<file path="src/rtl/axi4lite_regfile.sv">
`default_nettype none
// ============================================================================
// Module      : axi4lite_regfile
// Description : AXI4-Lite slave register file with independent AW/W holding
//               registers, byte strobes and registered, held B/R responses.
//               Optional macro AXIL_REGFILE_SLVERR_EN: SLVERR on out-of-range.
// Revision    : 1.0 - initial release
// ============================================================================
module axi4lite_regfile #(
    parameter int ADDR_WIDTH = 6,
    parameter int DATA_WIDTH = 32,
    parameter int NUM_REGS   = 8
) (
    input  logic                    ACLK,
    input  logic                    ARESET,
    input  logic [ADDR_WIDTH-1:0]   AWADDR,
    input  logic                    AWVALID,
    output logic                    AWREADY,
    input  logic [DATA_WIDTH-1:0]   WDATA,
    input  logic [DATA_WIDTH/8-1:0] WSTRB,
    input  logic                    WVALID,
    output logic                    WREADY,
    output logic [1:0]              BRESP,
    output logic                    BVALID,
    input  logic                    BREADY,
    input  logic [ADDR_WIDTH-1:0]   ARADDR,
    input  logic                    ARVALID,
    output logic                    ARREADY,
    output logic [DATA_WIDTH-1:0]   RDATA,
    output logic [1:0]              RRESP,
    output logic                    RVALID,
    input  logic                    RREADY
);

    localparam int c_STRB_W   = DATA_WIDTH / 8;
    localparam int c_OFF_BITS = $clog2(c_STRB_W);
    localparam int c_IDX_W    = ADDR_WIDTH - c_OFF_BITS;
    localparam logic [1:0] c_RESP_OKAY = 2'b00;
`ifdef AXIL_REGFILE_SLVERR_EN
    localparam logic [1:0] c_RESP_OOR  = 2'b10;
`else
    localparam logic [1:0] c_RESP_OOR  = 2'b00;
`endif

    logic [DATA_WIDTH-1:0] r_regs [NUM_REGS];

    logic                    r_aw_held;
    logic [ADDR_WIDTH-1:0]   r_awaddr;
    logic                    r_w_held;
    logic [DATA_WIDTH-1:0]   r_wdata;
    logic [c_STRB_W-1:0]     r_wstrb;
    logic                    r_bvalid;
    logic [1:0]              r_bresp;
    logic                    r_rvalid;
    logic [DATA_WIDTH-1:0]   r_rdata;
    logic [1:0]              r_rresp;

    logic                    w_aw_hs;
    logic                    w_w_hs;
    logic                    w_ar_hs;
    logic                    w_commit;
    logic [ADDR_WIDTH-1:0]   w_wr_addr;
    logic [DATA_WIDTH-1:0]   w_wr_data;
    logic [c_STRB_W-1:0]     w_wr_strb;
    logic [c_IDX_W-1:0]      w_wr_idx;
    logic [c_IDX_W-1:0]      w_rd_idx;
    logic                    w_wr_in_range;
    logic                    w_rd_in_range;
    logic [DATA_WIDTH-1:0]   w_rd_data;
    logic                    w_unused;

    // READY outputs are gated by reset directly since reset is asynchronous
    assign AWREADY = ~ARESET & ~r_aw_held & ~r_bvalid;
    assign WREADY  = ~ARESET & ~r_w_held  & ~r_bvalid;
    assign ARREADY = ~ARESET & ~r_rvalid;

    assign w_aw_hs = AWVALID & AWREADY;
    assign w_w_hs  = WVALID  & WREADY;
    assign w_ar_hs = ARVALID & ARREADY;

    // Address and data may each come from the holding register or the live bus
    assign w_wr_addr = r_aw_held ? r_awaddr : AWADDR;
    assign w_wr_data = r_w_held  ? r_wdata  : WDATA;
    assign w_wr_strb = r_w_held  ? r_wstrb  : WSTRB;
    assign w_commit  = (r_aw_held | w_aw_hs) & (r_w_held | w_w_hs);

    assign w_wr_idx      = w_wr_addr[ADDR_WIDTH-1:c_OFF_BITS];
    assign w_rd_idx      = ARADDR[ADDR_WIDTH-1:c_OFF_BITS];
    assign w_wr_in_range = 32'(w_wr_idx) < 32'(NUM_REGS);
    assign w_rd_in_range = 32'(w_rd_idx) < 32'(NUM_REGS);

    assign w_unused = ^{w_wr_addr[c_OFF_BITS-1:0], ARADDR[c_OFF_BITS-1:0]};

    always_comb begin
        w_rd_data = '0;
        for (int i = 0; i < NUM_REGS; i++) begin
            if (w_rd_idx == c_IDX_W'(i)) begin
                w_rd_data = r_regs[i];
            end
        end
    end

    always_ff @(posedge ACLK or posedge ARESET) begin
        if (ARESET) begin
            for (int i = 0; i < NUM_REGS; i++) begin
                r_regs[i] <= '0;
            end
        end else if (w_commit) begin
            for (int i = 0; i < NUM_REGS; i++) begin
                if (w_wr_idx == c_IDX_W'(i)) begin
                    for (int b = 0; b < c_STRB_W; b++) begin
                        if (w_wr_strb[b]) begin
                            r_regs[i][8*b +: 8] <= w_wr_data[8*b +: 8];
                        end
                    end
                end
            end
        end
    end

    always_ff @(posedge ACLK or posedge ARESET) begin
        if (ARESET) begin
            r_aw_held <= 1'b0;
            r_awaddr  <= '0;
            r_w_held  <= 1'b0;
            r_wdata   <= '0;
            r_wstrb   <= '0;
            r_bvalid  <= 1'b0;
            r_bresp   <= 2'b00;
        end else if (w_commit) begin
            r_aw_held <= 1'b0;
            r_w_held  <= 1'b0;
            r_bvalid  <= 1'b1;
            r_bresp   <= w_wr_in_range ? c_RESP_OKAY : c_RESP_OOR;
        end else begin
            if (w_aw_hs) begin
                r_aw_held <= 1'b1;
                r_awaddr  <= AWADDR;
            end
            if (w_w_hs) begin
                r_w_held <= 1'b1;
                r_wdata  <= WDATA;
                r_wstrb  <= WSTRB;
            end
            if (r_bvalid && BREADY) begin
                r_bvalid <= 1'b0;
            end
        end
    end

    // Read data is captured before any same-edge write lands in r_regs
    always_ff @(posedge ACLK or posedge ARESET) begin
        if (ARESET) begin
            r_rvalid <= 1'b0;
            r_rdata  <= '0;
            r_rresp  <= 2'b00;
        end else if (w_ar_hs) begin
            r_rvalid <= 1'b1;
            r_rdata  <= w_rd_data;
            r_rresp  <= w_rd_in_range ? c_RESP_OKAY : c_RESP_OOR;
        end else if (r_rvalid && RREADY) begin
            r_rvalid <= 1'b0;
        end
    end

    assign BVALID = r_bvalid;
    assign BRESP  = r_bresp;
    assign RVALID = r_rvalid;
    assign RDATA  = r_rdata;
    assign RRESP  = r_rresp;

endmodule
`default_nettype wire
</file>
<file path="config.mk">
export PLATFORM = sky130hd
export DESIGN_NAME = axi4lite_regfile
export DESIGN_NICKNAME = d
export VERILOG_FILES = /design/src/rtl/axi4lite_regfile.sv
export SDC_FILE = /design/constraint.sdc
export NUM_CORES = 1
export LEC_CHECK = 0
export ABC_CLOCK_PERIOD_IN_PS = 10690
export CAP_MARGIN = 10
export CORE_ASPECT_RATIO = 1.1
export CORE_MARGIN = 2
export CORE_UTILIZATION = 56
export CTS_BUF_LIST = sky130_fd_sc_hd__clkbuf_8
export DETAILED_ROUTE_END_ITERATION = 6
export PLACE_DENSITY_LB_ADDON = 0.3
export SYNTH_ARGS = -nofsm -noshare
export SYNTH_HDL_FRONTEND = slang
export SYNTH_SLANG_ARGS = --single-unit
export TNS_END_PERCENT = 20
</file>
<file path="constraint.sdc">
create_clock -name ACLK -period 10.69 [get_ports ACLK]
set_input_delay 1.069 -clock ACLK [delete_from_list [all_inputs] [get_ports ACLK]]
set_output_delay 1.069 -clock ACLK [all_outputs]
set_load 0.01 [all_outputs]
</file>
=== After elaboration in Yosys (flattened, before gate mapping) ===
Cells that the tools add are included.

* Register bits: 334
* Output and inout bits: 41

* Reductions and logical operators: 42
* Mux-type cells: 19
* Bitwise logic cells: 17
* Equality and inequality tests: 14

{| class="wikitable"
|+ Operators with widths
! cell !! count
|-
| $mux W32 || 9
|-
| $reduce_and A3 Y1 || 32
|-
| $eq A4 B3 Y1 const B || 8
|-
| $eq A4 B2 Y1 const B || 4
|-
| $and A1 B1 Y1 || 9
|-
| $eq A4 B1 Y1 const B || 2
|-
| $logic_not A4 Y1 || 2
|-
| $mux W1 || 8
|-
| $reduce_bool A2 Y1 || 4
|-
| $mux W6 || 1
|-
| $not A1 Y1 || 6
|-
| $mux W4 || 1
|-
| $reduce_and A2 Y1 || 2
|-
| $logic_and A1 B1 Y1 || 2
|-
| $or A1 B1 Y1 || 2
|}

=== Longest topological paths before layout ===
Gate-level depths: netlist of the first run.

* Depth in word-level cells: 9
* Depth in mapped cells: 8

=== Worst setup path after synthesis of the first run ===
No wires, ideal clock.

* Path kind: input-to-reg
* Start point: in ARESET
* End point: reg r_regs[163] (netlist bit)
* Arrival time: 2,913 ps
* Stages: 6
* Setup time: 128 ps
* Slack: 7,649 ps
* Path through: buf_6 -> or3b_1 -> buf_2 -> a222oi_1 -> nand2_2 -> mux2_1

* Cells in the longest elaborated chain, start to end: 7
* Elaborated cells between the ends (all ways): 11
* Classes of those cells: 10 x bitwise; 1 x reduce/logical

{| class="wikitable"
|+ Ends and longest elaborated chain
! item !! line !! source
|-
| start: declaration || 15 || <nowiki>input logic ARESET,</nowiki>
|-
| $not A1 Y1 (*) || 73, 74 ||
|-
| $and A1 B1 Y1, on equally long branches (2 in a row) || 73, 74 ||
|-
| $and A1 B1 Y1, on equally long branches || 77, 78 ||
|-
| $or A1 B1 Y1 || 85 || <nowiki>assign w_commit = (r_aw_held | w_aw_hs) & (r_w_held | w_w_hs);</nowiki>
|-
| $and A1 B1 Y1 (*) || 85 ||
|-
| $reduce_and A3 Y1 (no source line) (*) || - ||
|-
| end signal: indexed assignment || 113 || <nowiki>r_regs[i][8*b +: 8] <= w_wr_data[8*b +: 8];</nowiki>
|-
| end: declaration || 45 || <nowiki>logic [DATA_WIDTH-1:0] r_regs [NUM_REGS];</nowiki>
|}

Mark *: on every way between the ends. The rest lies on a longest branch, timed or not.
A chain may end at the register's enable or synchronous reset.

=== Worst setup path in the final report of the first run ===
* Start point: in ARESET
* End point: reg r_regs[230] (netlist bit)

Same word-level chain as after synthesis.

==> impl_metrics.csv, run 1 <==
group,metric,value,unit
detailed_routing,first_pass_iters,5,
floorplanning,fp-row-count,63,
clock_network,clk_latency,0.57,ns
grt,grtUsageTotal,0.260,
floorplanning,die-area,28700,µm²
run,drv_cap,0,
synthesis,yosysUniqueCellTypes,56,
timing,fin_crit,3.64,ns
worst_setup_path,r2r_start,"r_aw_held",
worst_setup_path,crit_start,"ARESET",
clock_network,clk_pin_slew,0.06,ns
worst_setup_path,cp-start-kind,"primary input",
clock_network,h-tree-depth,2,
power_and_ir_drop,netSwitchingFraction,0.298,
timing,slew_headroom,0.203,
synthesis,synth.most_common_cell,"dfrtp_1",
synthesis,synth_top_family_by_area,"multiplexers",
timing,period_share,0.340,
power_and_ir_drop,p_per_area,255,nW/µm²
timing,drv_slew,0,
clock_network,cts.sinks,332,
detailed_routing,ant_nets,0,
timing,fmax,275,MHz
power_and_ir_drop,static-leakage-power,7.77,nW
cells_and_area,diodes,0,
synthesis,synth_area_leaders,"dfrtp_1 54%, mux2_2 23%, mux2i_1 3.8%, o21ai_0 1.6%, nor2_1 1.6%",
synthesis,synth_compound_area_frac,0.0892,
synthesis,muxShareOfSynthArea,0.288,
clock_network,cts_made_buffers,54,
synthesis,synth_top_area_frac,0.542,
placed_design,gp_congestion,0.844,
power_and_ir_drop,finalPower,0.00448,W
grt,grt_pass1_wl,57800,µm
synthesis,synth_xor_area_frac,0,
worst_setup_path,critPathKind,"primary input to flop",
power_and_ir_drop,power_switching,0.00133,W
clock_network,cts_hold_buf,0,
timing,hold_slack,0.492,ns
clock_network,cts_tree,"yes",
worst_hold_path,worstHoldStart,"r_regs[175]",
status,status,"finished clean",
floorplanning,die_x,162,µm
grt,grt_max_degree,135,
clock_network,post_cts_buffers,0,
timing,setup_viol,0,
timing,rsz0062_at_grt,"false",
power_and_ir_drop,pwr-share-comb,0.277,
detailed_routing,wl_per_cell,21.9,µm
detailed_routing,initialDrtViolationCount,647,
clock_network,ctsRootBufferMaster,"clkbuf_8",
detailed_routing,drc_errors,0,
detailed_routing,via_per_inst,6.15,
synthesis,synth_adder_area_share,0,
timing,worst_pin_slew,1.20,ns
cells_and_area,nFillCells,2052,
synthesis,avgSynthCellArea,13.2,µm²
power_and_ir_drop,clock_power_share,0.248,
detailed_routing,vias,10155,
worst_setup_path,regToRegEndpoint,"r_regs[230]",
synthesis,ys_seq_elements,332,
floorplanning,initial_core_util,0.569,
worst_setup_path,rrSetupSlack,7.61,ns
clock_network,cts-resized-gates,0,
power_and_ir_drop,ir_drop,115,µV
power_and_ir_drop,pwr-share-seq,0.475,
worst_hold_path,worstHoldPathType,"flop to flop",
floorplanning,io_pins,96,
placed_design,dpl_cell_area,16400,µm²
worst_setup_path,critPathCaptureType,"flop",
worst_setup_path,crit_path_max_fanout,9,
cells_and_area,final_layout_size_suffix_gt1_frac,0.349,
placed_design,dp_hpwl,22800,µm
grt,antenna_found_initial,0,
synthesis,synth_edf_count,0,
cells_and_area,design_area,17600,µm²
clock_network,clockBufferDepth,3,
grt,grt_overflow,0,
worst_setup_path,rr_worst_depth,4,
grt,grt_pass1_vias,10584,
timing,finClkSkew,0.0154,ns
synthesis,synthesis.area,15300,µm²
floorplanning,coreArea,27000,µm²
placed_design,port_buffers,87,
timing,fin_setup_tns,0,ns
worst_hold_path,hold_path_end,"r_regs[175]",
synthesis,synth_commonest_cells,"332 x dfrtp_1, 317 x mux2_2, 65 x nor2_1",
cells_and_area,regArea,8310,µm²
detailed_routing,routed_wl,36200,µm
synthesis,ys_seq_area_frac,0.542,
timing,hold_viol,0,
synthesis,yosysWarnings,0,
worst_setup_path,crit_required,11.14,ns
cells_and_area,area_growth,14.6,%
cells_and_area,fin_nets,1309,
synthesis,yosys.area.top_type,"dfrtp_1",
worst_hold_path,whs_path_depth,1,
worst_setup_path,crit_arrival,4.08,ns
cells_and_area,multi_input_area,6680,µm²
synthesis,ys.flop_type,"dfrtp_1",
floorplanning,die_h,178,µm
synthesis,synth_cells,1163,
synthesis,synth-simple-area-share,0.0567,
power_and_ir_drop,internal-power,0.00315,W
synthesis,async_flop_share,1.00,
==> how the worst max path moves through the flow <==
stage / to / slack (ns) / depth (start not counted)
2_1_floorplan: BVALID / 0.31 / 2
3_3_place_gp: r_regs[229] / 6.55 / 6
3_5_place_dp: r_regs[165] / 6.54 / 6
4_1_cts: r_regs[165] / 7.15 / 6
5_1_grt: r_regs[167] / 7.07 / 6
6_report: r_regs[230] / 7.05 / 6
==> critical path, stage by stage <==
cell             delay, ns
clkdlybuf4s50_1       0.39
buf_4                 0.20
or3b_1                0.48
a222oi_1              1.06
nand2_2               0.44
mux2_1                0.43
==> cell families (layout without fill, tap and decap cells) <==
family,count (synthesis),in the layout
muxes,395,395
DFF,332,332
AOI/OAI and AO/OA,201,201
and+or+nand+nor,158,158
buffers and inverters,76,204
other,1,4
==> power by group through the flow <==
stage	clock [W]	combinational [W]	sequential [W]
after floorplan	0	0.000952	0.00206
after global placement	0	0.00121	0.00210
after detailed placement	0	0.00125	0.00214
after CTS	0.00113	0.00126	0.00212
after global routing	0.00119	0.00136	0.00219
final	0.00111	0.00124	0.00213
==> flip-flops by register name, indices dropped and copies added (netlist names) <==
register,count
r_w_held,1
r_regs,256
RVALID,1
r_aw_held,1
r_awaddr,4
RDATA,32
r_wstrb,4
r_wdata,32
BVALID,1
==> layout make-up <==
cell class              count  share of cell area
inverters                   6             0.00171
clock inverters            23             0.00648
well taps                 357              0.0254
clock buffers              73              0.0572
flip-flops and latches    332               0.473
multi-input cells         758               0.380
repair buffers            102              0.0557
==> cells in the final DEF (no fill, tap or decap), drive strengths merged, types with 2 or more instances in the layout <==
master / n
o32ai: 26
or3b: 9
and2: 2
clkdlybuf4s50: 85
clkbuf: 73
conb: 4
nand2b: 7
nor3: 11
buf: 17
mux2: 333
a222oi: 3
o22ai: 27
a31oi: 20
o21ai: 51
a221o: 3
or3: 4
o32a: 2
a21oi: 21
and3: 3
inv: 27
nor2b: 8
a22oi: 3
nand2: 18
nand3: 21
mux4: 4
a22o: 5
o2bb2ai: 24
mux2i: 58
o21a: 9
nand3b: 5
dfrtp: 332
nor2: 65
==> through the flow <==
stage | instances | util | worst slack (ns)
2_1_floorplan | 1166 | - | 0.313
3_3_place_gp | 1555 | 0.610 | 6.55
4_1_cts | 1651 | 0.652 | 7.15
6_report | 1651 | 0.652 | 7.05
3_5_place_dp | 1555 | 0.610 | 6.54
5_1_grt | 1651 | 0.652 | 7.07
==> layer usage <==
metal,global-route usage,vias up,part of all wire
li1,-,4520,-
met3,0.0425,87,0.057
met2,0.435,340,0.48
met1,0.342,5208,0.42
met4,0.102,0,0.036
met5,0,-,0
No activity file was read; power rests on OpenSTA's default activity.
==> run 2, diff against run 1 <==
--- a/config.mk
+++ b/config.mk
@@ -5,7 +5,7 @@
 export SDC_FILE = /design/constraint.sdc
 export NUM_CORES = 1
 export LEC_CHECK = 0
-export ABC_CLOCK_PERIOD_IN_PS = 10690
+export ABC_CLOCK_PERIOD_IN_PS = 3300
 export CAP_MARGIN = 10
 export CORE_ASPECT_RATIO = 1.1
 export CORE_MARGIN = 2
==> constraint.sdc (replaced) <==
create_clock -name ACLK -period 3.3 [get_ports ACLK]
set_input_delay 0.33 -clock ACLK [delete_from_list [all_inputs] [get_ports ACLK]]
set_output_delay 0.33 -clock ACLK [all_outputs]
set_load 0.01 [all_outputs]
==> run 2 against run 1 <==
  * Cell area up 1.3%
  * Routed wire length up 1.1%
  * Global-route usage up 0.083 points
  * Combinational power rose to 3.2 times the previous value
  * Final cell count up 1.4%
  * Non-clock buffer count up 26
  * Worst hold slack worse by 0.15 ns
  * Core utilization up 0.84 points
  * Largest power group unchanged
==> impl_metrics.csv, run 2 (synthesis results as in run 1) <==
group,metric,value,unit
timing,fmax,375,MHz
grt,antenna_found_initial,0,
worst_setup_path,crit_start,"r_aw_held",
clock_network,clockBufferDepth,3,
grt,grt_pass1_wl,58000,µm
cells_and_area,design_area,17800,µm²
detailed_routing,via_per_inst,6.11,
grt,top_usage_layer,"met2",
detailed_routing,vias,10222,
cells_and_area,most-common-layout-cells,"331 x dfrtp_1, 317 x mux2_2, 85 x clkdlybuf4s50_1, 71 x clkbuf_8, 65 x nor2_1",
clock_network,cts_tree,"yes",
worst_setup_path,rr_worst_depth,5,
placed_design,gp_congestion,0.852,
worst_setup_path,critPathCaptureType,"flop",
worst_setup_path,critPathKind,"flop to flop",
floorplanning,fp-row-count,63,
clock_network,clk_latency,0.57,ns
worst_setup_path,crit_arrival,3.12,ns
grt,use_met1,0.344,
timing,slew_headroom,0.406,
clock_network,cts-resized-gates,0,
clock_network,post_cts_buffers,0,
clock_network,cts_made_buffers,53,
timing,rsz0062_at_grt,"false",
clock_network,clk_pin_slew,0.06,ns
run,drv_cap,0,
power_and_ir_drop,p_per_area,814,nW/µm²
timing,setup_viol,0,
placed_design,dpl_cell_area,16700,µm²
timing,worst_pin_slew,0.888,ns
worst_setup_path,crit_path_end,"r_regs[73]",
cells_and_area,largest_reg_flops,256,
timing,fin_crit,2.67,ns
cells_and_area,area_growth,16.1,%
worst_setup_path,crit_buf_inv,1,
placed_design,port_buffers,87,
grt,grt_max_degree,144,
grt,grt_overflow,0,
floorplanning,initial_core_util,0.569,
power_and_ir_drop,finalPower,0.0145,W
clock_network,ctsRootBufferMaster,"clkbuf_8",
floorplanning,die_x,162,µm
grt,grt.met3_usage,0.0376,
worst_setup_path,max_stage_delay,0.52,ns
worst_hold_path,worstHoldPathType,"primary input to flop",
cells_and_area,final_layout_size_suffix_gt1_frac,0.364,
grt,grt_pass1_vias,10569,
power_and_ir_drop,ir_drop,419,µV
timing,hold_slack,0.342,ns
worst_setup_path,crit_path_max_fanout,16,
cells_and_area,mostFrequentLayoutCell,"dfrtp_1",
cells_and_area,fin_nets,1334,
floorplanning,coreArea,27000,µm²
worst_setup_path,crit_required,3.75,ns
timing,finClkSkew,0.0145,ns
floorplanning,die_h,178,µm
cells_and_area,nFillCells,2072,
worst_setup_path,regToRegEndpoint,"r_regs[73]",
detailed_routing,ant_nets,0,
cells_and_area,top_register,"r_regs",
worst_setup_path,critPathSlowestCell,"or3b_2",
clock_network,h-tree-depth,2,
timing,drv_slew,0,
status,status,"finished clean",
timing,hold_viol,0,
grt,grtUsageTotal,0.261,
detailed_routing,wl_per_cell,21.9,µm
detailed_routing,routed_wl,36600,µm
worst_setup_path,path_cells,"or3b_2, a222oi_1, buf_4, nand3_1, mux2_2",
worst_setup_path,r2r_start,"r_aw_held",
timing,period_share,0.809,
worst_setup_path,path_delay_family,"simple AND/OR/NAND/NOR gates",
worst_setup_path,cp-start-kind,"flop",
cells_and_area,fin_util,0.660,
detailed_routing,initialDrtViolationCount,745,
power_and_ir_drop,static-leakage-power,7.88,nW
clock_network,cts_hold_buf,0,
worst_setup_path,rrSetupSlack,0.63,ns
cells_and_area,diodes,0,
worst_setup_path,cp_num_cells,5,
grt,grt_util_met2,0.441,
clock_network,cts.sinks,332,
detailed_routing,first_pass_iters,5,
detailed_routing,drc_errors,0,
floorplanning,die-area,28700,µm²
floorplanning,io_pins,96,
placed_design,dp_hpwl,23600,µm
[run 2: cell types whose count changed in the layout (fill, tap and decap cells not counted), moves of 2 or more]
cell        before  now
buf_12           0    5
buf_4           17   38
clkbuf_8        73   71
clkinv_2         1    4
clkinvlp_4       0    2
inv_1           26   21
[run 2: routing by layer]
| metal | up-vias | part of all wire |
|---|---|---|
| li1 | 4560 | - |
| met4 | 0 | 0.035 |
| met5 | - | 0 |
| met2 | 361 | 0.49 |
| met3 | 89 | 0.058 |
| met1 | 5212 | 0.42 |
[run 2: how the worst min path moves through the flow]
stage	from	endpoint	cells after the start
2_1_floorplan	BREADY	BVALID	1
3_3_place_gp	r_regs[177]	r_regs[177]	1
3_5_place_dp	r_regs[184]	r_regs[184]	1
4_1_cts	BREADY	BVALID	2
5_1_grt	BREADY	BVALID	2
6_report	BREADY	BVALID	2
[run 2: where the power goes]
| part | leakage [nW] | internal, W | switching, W |
|---|---|---|---|
| Clock | 0.626 | 0.00198 | 0.00156 |
| Sequential | 4.17 | 0.00593 | 0.00100 |
| Combinational | 3.09 | 0.00227 | 0.00175 |
| Total | 7.88 | 0.0102 | 0.00431 |
[run 2: cell type report]
type	instances	area, µm²	area share
clock buffer	71	977	0.0549
tap	357	447	0.0251
sequential	332	8310	0.467
inverter	6	26.3	0.00148
multi-input combinational	758	6680	0.375
timing repair buffer	128	1240	0.0695
clock inverter	22	118	0.00661
[run 2: through the flow]
step | std cells | setup slack [ns] | setup TNS (ns)
floorplan | 1166 | -1.60 | -529.61
global placement | 1581 | 0.486 | 0
detailed placement | 1581 | 0.385 | 0
CTS | 1674 | 0.639 | 0
global route | 1674 | 0.505 | 0
finish | 1674 | 0.631 | 0
[run 2: worst reg2reg max path: cells and delay by family (launching register included)]
| kind | cells | cell delay [ns] |
|---|---|---|
| AO/OA/AOI/OAI | 1 | 0.32 |
| multiplexers | 1 | 0.44 |
| flip-flops | 1 | 0.51 |
| buffers and inverters | 1 | 0.32 |
| AND/OR/NAND/NOR | 2 | 0.97 |
